[src/rtl/waterfall_pkg.sv]
// -----------------------------------------------------------------------------
// waterfall_pkg
// Shared types and constants for the LED waterfall input conditioner.
//   - btn_state_e  : button debounce FSM states
//   - DEF_*        : default debounce / long-press cycle counts (100 MHz clock)
//   - FREQ_*       : freq_set encodings understood by the waterfall driver
// -----------------------------------------------------------------------------
package waterfall_pkg;

    typedef enum logic [1:0] {
        IDLE        = 2'b00,
        PRESS_CHK   = 2'b01,
        HELD        = 2'b10,
        RELEASE_CHK = 2'b11
    } btn_state_e;

    // 10 ms of stable input at 100 MHz before a new level is believed
    localparam int unsigned DEF_DEBOUNCE_CYCLES = 32'd1_000_000;
    // 2 s of continuous hold before long_press fires
    localparam int unsigned DEF_LONG_CYCLES     = 32'd200_000_000;

    localparam logic [1:0] FREQ_1X  = 2'b00;
    localparam logic [1:0] FREQ_2X  = 2'b01;
    localparam logic [1:0] FREQ_5X  = 2'b10;
    localparam logic [1:0] FREQ_10X = 2'b11;

endpackage

[src/rtl/sync_2ff.sv]
// -----------------------------------------------------------------------------
// sync_2ff
// Two-flop synchronizer bringing asynchronous board inputs into the clk domain.
// Ports:
//   i_clk  : destination clock
//   i_rst  : synchronous active-high reset, clears both stages
//   i_d    : asynchronous input bits [WIDTH-1:0]
//   o_q    : synchronized output bits, two clk cycles behind i_d
// -----------------------------------------------------------------------------
module sync_2ff #(
    parameter int unsigned WIDTH = 1
) (
    input  logic             i_clk,
    input  logic             i_rst,
    input  logic [WIDTH-1:0] i_d,
    output logic [WIDTH-1:0] o_q
);

    logic [WIDTH-1:0] r_meta;
    logic [WIDTH-1:0] r_sync;

    // First stage may go metastable; second stage gives it a full cycle to settle
    always_ff @(posedge i_clk) begin
        if (i_rst) begin
            r_meta <= {WIDTH{1'b0}};
            r_sync <= {WIDTH{1'b0}};
        end else begin
            r_meta <= i_d;
            r_sync <= r_meta;
        end
    end

    assign o_q = r_sync;

endmodule

[src/rtl/waterfall_input_ctrl.sv]
// -----------------------------------------------------------------------------
// waterfall_input_ctrl
// Conditions raw board inputs for the LED waterfall driver: the push-button
// becomes a debounced one-cycle start pulse plus a debounced level, and the
// 2-bit DIP switch becomes a debounced frequency select with a change pulse.
//
// Ports:
//   clk            : system clock
//   rst            : synchronous active-high reset
//   btn_start_raw  : raw push-button (async, bouncy, 1 = pressed)
//   sw_freq_raw    : raw DIP switches (async, bouncy)
//   start_pulse    : one-cycle pulse per accepted press
//   btn_level      : debounced button level
//   freq_set       : debounced frequency select (FREQ_* encoding)
//   freq_changed   : one-cycle pulse when freq_set updates
//   long_press     : one-cycle pulse after a long hold
//
// Build option:
//   WATERFALL_LONG_PRESS_EN : when defined, a hold counter drives long_press;
//                             otherwise long_press is tied to 0.
// -----------------------------------------------------------------------------
module waterfall_input_ctrl
    import waterfall_pkg::*;
#(
    parameter int unsigned DEBOUNCE_CYCLES = DEF_DEBOUNCE_CYCLES,
    parameter int unsigned LONG_CYCLES     = DEF_LONG_CYCLES
) (
    input  logic       clk,
    input  logic       rst,
    input  logic       btn_start_raw,
    input  logic [1:0] sw_freq_raw,
    output logic       start_pulse,
    output logic       btn_level,
    output logic [1:0] freq_set,
    output logic       freq_changed,
    output logic       long_press
);

    localparam int unsigned    CW      = $clog2(DEBOUNCE_CYCLES + 32'd1);
    localparam logic [CW-1:0]  CNT_MAX = CW'(DEBOUNCE_CYCLES);
    localparam logic [CW-1:0]  CNT_ONE = CW'(1);

    // ---------------------------------------------------------------- sync
    logic [2:0] w_sync;
    logic       w_btn_s;
    logic [1:0] w_sw_s;

    sync_2ff #(
        .WIDTH (3)
    ) u_sync (
        .i_clk (clk),
        .i_rst (rst),
        .i_d   ({btn_start_raw, sw_freq_raw}),
        .o_q   (w_sync)
    );

    assign w_btn_s = w_sync[2];
    assign w_sw_s  = w_sync[1:0];

    // ---------------------------------------------------------- button FSM
    btn_state_e    r_state;
    btn_state_e    w_state_nxt;
    logic [CW-1:0] r_btn_cnt;
    logic [CW-1:0] w_btn_cnt_nxt;
    logic          r_start_pulse;
    logic          w_start_pulse_nxt;
    logic          r_btn_level;
    logic          w_btn_level_nxt;

    // Button FSM state, debounce count and registered button outputs
    always_ff @(posedge clk) begin
        if (rst) begin
            r_state       <= IDLE;
            r_btn_cnt     <= {CW{1'b0}};
            r_start_pulse <= 1'b0;
            r_btn_level   <= 1'b0;
        end else begin
            r_state       <= w_state_nxt;
            r_btn_cnt     <= w_btn_cnt_nxt;
            r_start_pulse <= w_start_pulse_nxt;
            r_btn_level   <= w_btn_level_nxt;
        end
    end

    // Next-state logic; count tracks consecutive samples at the candidate level
    always_comb begin
        w_state_nxt       = r_state;
        w_btn_cnt_nxt     = r_btn_cnt;
        w_start_pulse_nxt = 1'b0;
        w_btn_level_nxt   = r_btn_level;
        case (r_state)
            IDLE: begin
                if (w_btn_s) begin
                    w_state_nxt   = PRESS_CHK;
                    w_btn_cnt_nxt = CNT_ONE;
                end else begin
                    w_state_nxt   = IDLE;
                end
            end
            PRESS_CHK: begin
                if (!w_btn_s) begin
                    // bounce: drop the partial count, no pulse
                    w_state_nxt = IDLE;
                end else if (r_btn_cnt == CNT_MAX) begin
                    w_state_nxt       = HELD;
                    w_start_pulse_nxt = 1'b1;
                    w_btn_level_nxt   = 1'b1;
                end else begin
                    w_btn_cnt_nxt = r_btn_cnt + CNT_ONE;
                end
            end
            HELD: begin
                if (!w_btn_s) begin
                    w_state_nxt   = RELEASE_CHK;
                    w_btn_cnt_nxt = CNT_ONE;
                end else begin
                    w_state_nxt   = HELD;
                end
            end
            RELEASE_CHK: begin
                if (w_btn_s) begin
                    // release bounce: back to HELD without a second pulse
                    w_state_nxt = HELD;
                end else if (r_btn_cnt == CNT_MAX) begin
                    w_state_nxt     = IDLE;
                    w_btn_level_nxt = 1'b0;
                end else begin
                    w_btn_cnt_nxt = r_btn_cnt + CNT_ONE;
                end
            end
            default: begin
                w_state_nxt     = IDLE;
                w_btn_cnt_nxt   = {CW{1'b0}};
                w_btn_level_nxt = 1'b0;
            end
        endcase
    end

    assign start_pulse = r_start_pulse;
    assign btn_level   = r_btn_level;

    // ------------------------------------------------------- switch filter
    logic [1:0]    r_sw_cand;
    logic [CW-1:0] r_sw_cnt;
    logic [1:0]    r_freq_set;
    logic          r_freq_changed;

    // Candidate/count track how long sw_s has been steady; commit once it has
    // been steady for DEBOUNCE_CYCLES samples and differs from freq_set
    always_ff @(posedge clk) begin
        if (rst) begin
            r_sw_cand      <= FREQ_1X;
            r_sw_cnt       <= {CW{1'b0}};
            r_freq_set     <= FREQ_1X;
            r_freq_changed <= 1'b0;
        end else begin
            if (w_sw_s != r_sw_cand) begin
                r_sw_cand <= w_sw_s;
                r_sw_cnt  <= CNT_ONE;
            end else if (r_sw_cnt != CNT_MAX) begin
                r_sw_cnt  <= r_sw_cnt + CNT_ONE;
            end else begin
                r_sw_cnt  <= r_sw_cnt;
            end

            if ((r_sw_cnt == CNT_MAX) && (r_sw_cand != r_freq_set)) begin
                r_freq_set     <= r_sw_cand;
                r_freq_changed <= 1'b1;
            end else begin
                r_freq_set     <= r_freq_set;
                r_freq_changed <= 1'b0;
            end
        end
    end

    assign freq_set     = r_freq_set;
    assign freq_changed = r_freq_changed;

    // ---------------------------------------------------------- long press
`ifdef WATERFALL_LONG_PRESS_EN
    localparam int unsigned    HW        = $clog2(LONG_CYCLES + 32'd1);
    localparam logic [HW-1:0]  HOLD_MAX  = HW'(LONG_CYCLES);
    localparam logic [HW-1:0]  HOLD_LAST = HW'(LONG_CYCLES - 32'd1);
    localparam logic [HW-1:0]  HOLD_ONE  = HW'(1);

    logic [HW-1:0] r_hold_cnt;
    logic          r_long_press;

    // Hold time accumulates only in HELD, pauses across release bounces and
    // saturates so a single hold yields a single pulse
    always_ff @(posedge clk) begin
        if (rst) begin
            r_hold_cnt   <= {HW{1'b0}};
            r_long_press <= 1'b0;
        end else begin
            case (r_state)
                HELD: begin
                    if (r_hold_cnt != HOLD_MAX) begin
                        r_hold_cnt <= r_hold_cnt + HOLD_ONE;
                    end else begin
                        r_hold_cnt <= r_hold_cnt;
                    end
                    r_long_press <= (r_hold_cnt == HOLD_LAST);
                end
                RELEASE_CHK: begin
                    r_hold_cnt   <= r_hold_cnt;
                    r_long_press <= 1'b0;
                end
                default: begin
                    r_hold_cnt   <= {HW{1'b0}};
                    r_long_press <= 1'b0;
                end
            endcase
        end
    end

    assign long_press = r_long_press;
`else
    logic w_unused_long_cfg;
    assign w_unused_long_cfg = (LONG_CYCLES != 32'd0);
    assign long_press        = 1'b0;
`endif

endmodule

[config.mk]
export PLATFORM = sky130hd
export DESIGN_NAME = waterfall_input_ctrl
export DESIGN_NICKNAME = d
export VERILOG_FILES = /design/src/rtl/waterfall_pkg.sv /design/src/rtl/sync_2ff.sv /design/src/rtl/waterfall_input_ctrl.sv
export SDC_FILE = /design/constraint.sdc
export NUM_CORES = 1
export LEC_CHECK = 0
export CORE_MARGIN = 8
export CORE_UTILIZATION = 30
export DETAILED_ROUTE_END_ITERATION = 8
export GPL_ROUTABILITY_DRIVEN = 0
export PLACE_DENSITY = 0.46
export RECOVER_POWER = 50
export SYNTH_ARGS = -nofsm -noshare
export SYNTH_HDL_FRONTEND = slang
export SYNTH_SLANG_ARGS = --single-unit
export TNS_END_PERCENT = 50
[constraint.sdc]
create_clock -name clk -period 2.7 [get_ports clk]
set_input_delay 0.54 -clock clk [delete_from_list [all_inputs] [get_ports clk]]
set_output_delay 0.54 -clock clk [all_outputs]
set_load 0.005 [all_outputs]
==> flow_summary.ini <==
[timing]
setup_tns_ns = 0
max_freq_mhz = 452
setup_viol = 0
tightest_slew_ns = 0.835
slew_viol_final = 0
maxSlewHeadroom_pct = 44.3
fin_crit_ns = 2.21
skew_ns = 0.00885
holdWs_ns = 0.449
rsz0062_at_grt = no
finalCritPeriodShare_pct = 81.9
hold_viol_final = 0

[setup_path]
start_kind = register
crit_arrival_ns = 2.43
timing.reg2reg.setup_slack_ns = 0.49
crit_fanout = 8
r2r_start = r_btn_cnt[7]$_SDFFE_PP0P_
end_kind = register
rr_worst_depth = 4
required_ns = 2.92
timing.rr.end = r_btn_cnt[1]$_SDFFE_PP0P_
worst-setup-path-type = reg -> reg

[route]
wire_per_inst_um = 15.2
firstDrtPassIters = 4
ant_nets = 0
drtIter0Drc = 94
remaining_drc_errors = 0
via_count = 2464
viasPerCell = 5.51
wl_mm = 6.81

[floorplanning]
die_w_um = 112
core-area_um2 = 9110
die-area_um2 = 12600
initial_core_util_pct = 30.5
fp.dieH_um = 112
placementRows = 35
io_pins = 11

[finish]
area_growth_pct = 9.77
final_util_pct = 33.5
antenna_cells = 0
fill_cells = 978
finalNetCount = 344
drive_gt1_share_pct = 5.95

[placed_design]
dpl.hpwl_mm = 4.65
numPortBuffers = 9

[yosys]
synth_top_cells_by_area = dfxtp_1 (40%), a21oi_1 (4.5%), xor2_1 (4.1%)
synth_warnings = 0
synth_seq_cells = 55
netlist_area_um2 = 2780
ys.flop_type = dfxtp_1
yosysTopAreaCellShare_pct = 39.6
ys_seq_area_share_pct = 39.6
yosysTopAreaCell = dfxtp_1
async_reset_ff_share_pct = 0
synthesis.nets = 342
syn_area_per_cell_um2 = 8.35
synth.most_common_cell = dfxtp_1
synth_edf_count = 0
synthTopCellsByCount = dfxtp_1 (55), a21oi_1 (25), nand2_1 (25)
synth_cells = 333
ys_types = 47

[flow_run]
max-cap-violations = 0

[clocking]
root_buffer = clkbuf_8
h-tree-depth = 2
cts_setup_buffers = 0
cts_buffer_depth = 2
cts_resized = 0
cts_tree = done
numClockSinks = 55
clk_latency_ns = 0.31
cts_made_buffers = 5
cts.clk_slew.worst_paths_ns = 0.10
cts_hold_buf = 0

[pwr]
p_total_mw = 1.37
ir_worst_vdd_uv = 227
powerDensity_nw_per_um2 = 449
p_leak_nw = 0.982

[min_path]
hp-class = reg -> reg
whs_endpoint = u_sync.o_q[1]$_SDFF_PP0_
whs_path_depth = 1
min_from = u_sync.r_meta[1]$_SDFF_PP0_

[global_route]
grt_max_degree = 40
antenna_found_initial = 0
met3_usage_pct = 2.47
grt_overflow = 0
grt-busiest-layer = met2
grt_use_met2_pct = 17.8
grt_pass1_vias = 2341
grt_pass1_wl_mm = 11.8
grt_use_total_pct = 11.2
met1_usage_pct = 14.7

[outcome]
status = complete, no violations
stage by stage:
step           cells  instance area [um^2]  setup WS (ns)
2_1_floorplan    333                  2780          0.628
6_report         447                  3050          0.489
3_5_place_dp     439                  2970          0.524
4_1_cts          447                  3060          0.497
5_1_grt          447                  3050          0.358
3_3_place_gp     439                  2970          0.559
state kept, by name, summed over array words and instances, names as in the netlist, named ones only:
signal,flops
r_state,1
r_sw_cand,2
start_pulse,1
r_btn_cnt,20
u_sync.o_q,3
r_sw_cnt,20
u_sync.r_meta,3
freq_changed,1
btn_level,1
freq_set,2
logic make-up after synthesis:
family / synth area share [%]
AND/OR/NAND/NOR: 32.1
flip-flops: 39.6
multiplexers: 0.405
buffers and inverters: 4.10
XOR/XNOR: 5.04
other: 0.135
adder cells (fa/ha/maj): 1.80
AO/OA/AOI/OAI: 16.8
cell type report:
class,instances,area (um^2),area share [%]
Multi-Input combinational cell,249,1560,51.3
Tap cell,111,139,4.55
Sequential cell,55,1100,36.1
Clock buffer,5,68.8,2.26
Inverter,9,33.8,1.11
Clock inverter,3,15.0,0.492
Timing Repair Buffer,15,129,4.22
critical path: stages, from the launching register on:
cell      delay (ns)
dfxtp_1         0.37
or4_1           0.57
or4_4           0.57
or4_1           0.51
o311ai_1        0.08
how the worst max path moves through the flow:
stage	from	end	slack, ns	depth (start not counted)
after CTS	r_btn_cnt[7]$_SDFFE_PP0P_	r_btn_cnt[1]$_SDFFE_PP0P_	0.50	4
after global placement	r_btn_cnt[7]$_SDFFE_PP0P_	r_btn_cnt[1]$_SDFFE_PP0P_	0.56	4
after detailed placement	r_btn_cnt[7]$_SDFFE_PP0P_	r_btn_cnt[1]$_SDFFE_PP0P_	0.52	4
final	r_btn_cnt[7]$_SDFFE_PP0P_	r_btn_cnt[1]$_SDFFE_PP0P_	0.49	4
after global routing	r_btn_cnt[7]$_SDFFE_PP0P_	r_btn_cnt[0]$_SDFFE_PP0P_	0.36	4
after floorplan	r_btn_cnt[7]$_SDFFE_PP0P_	r_btn_cnt[1]$_SDFFE_PP0P_	0.63	4
where the power goes:
part           switching, mW  leakage, nW  internal (mW)
Clock                  0.281       0.0477          0.179
Sequential           0.00953        0.445          0.822
Combinational         0.0488        0.489         0.0287
per-layer routing:
layer | routed length, um | vias to the layer above | share of wire (%)
li1 | - | 1242 | -
met1 | 3480 | 1180 | 51
met2 | 3060 | 36 | 45
met3 | 184 | 6 | 2.7
met4 | 83 | 0 | 1.2
met5 | 0 | - | 0
cells in the final DEF (no fill, tap or decap), types with 3 or more instances in the layout:
cell,n
a2111oi_0,3
a21oi_1,25
a311oi_1,3
a31oi_1,7
a41oi_1,3
and2_1,7
and3_1,10
and4_1,8
buf_4,4
clkbuf_8,5
clkdlybuf4s50_1,5
clkinv_2,3
dfxtp_1,55
dlygate4sd3_1,4
ha_1,4
inv_1,9
nand2_1,25
nand3_1,20
nand4_1,11
nand4b_1,3
nor2_1,18
nor2b_1,10
nor3_1,5
nor4b_1,4
o21ai_0,22
o31ai_1,6
or3_1,8
or4_1,8
xnor2_1,3
xor2_1,13
Power figures use the tool's default switching activity.
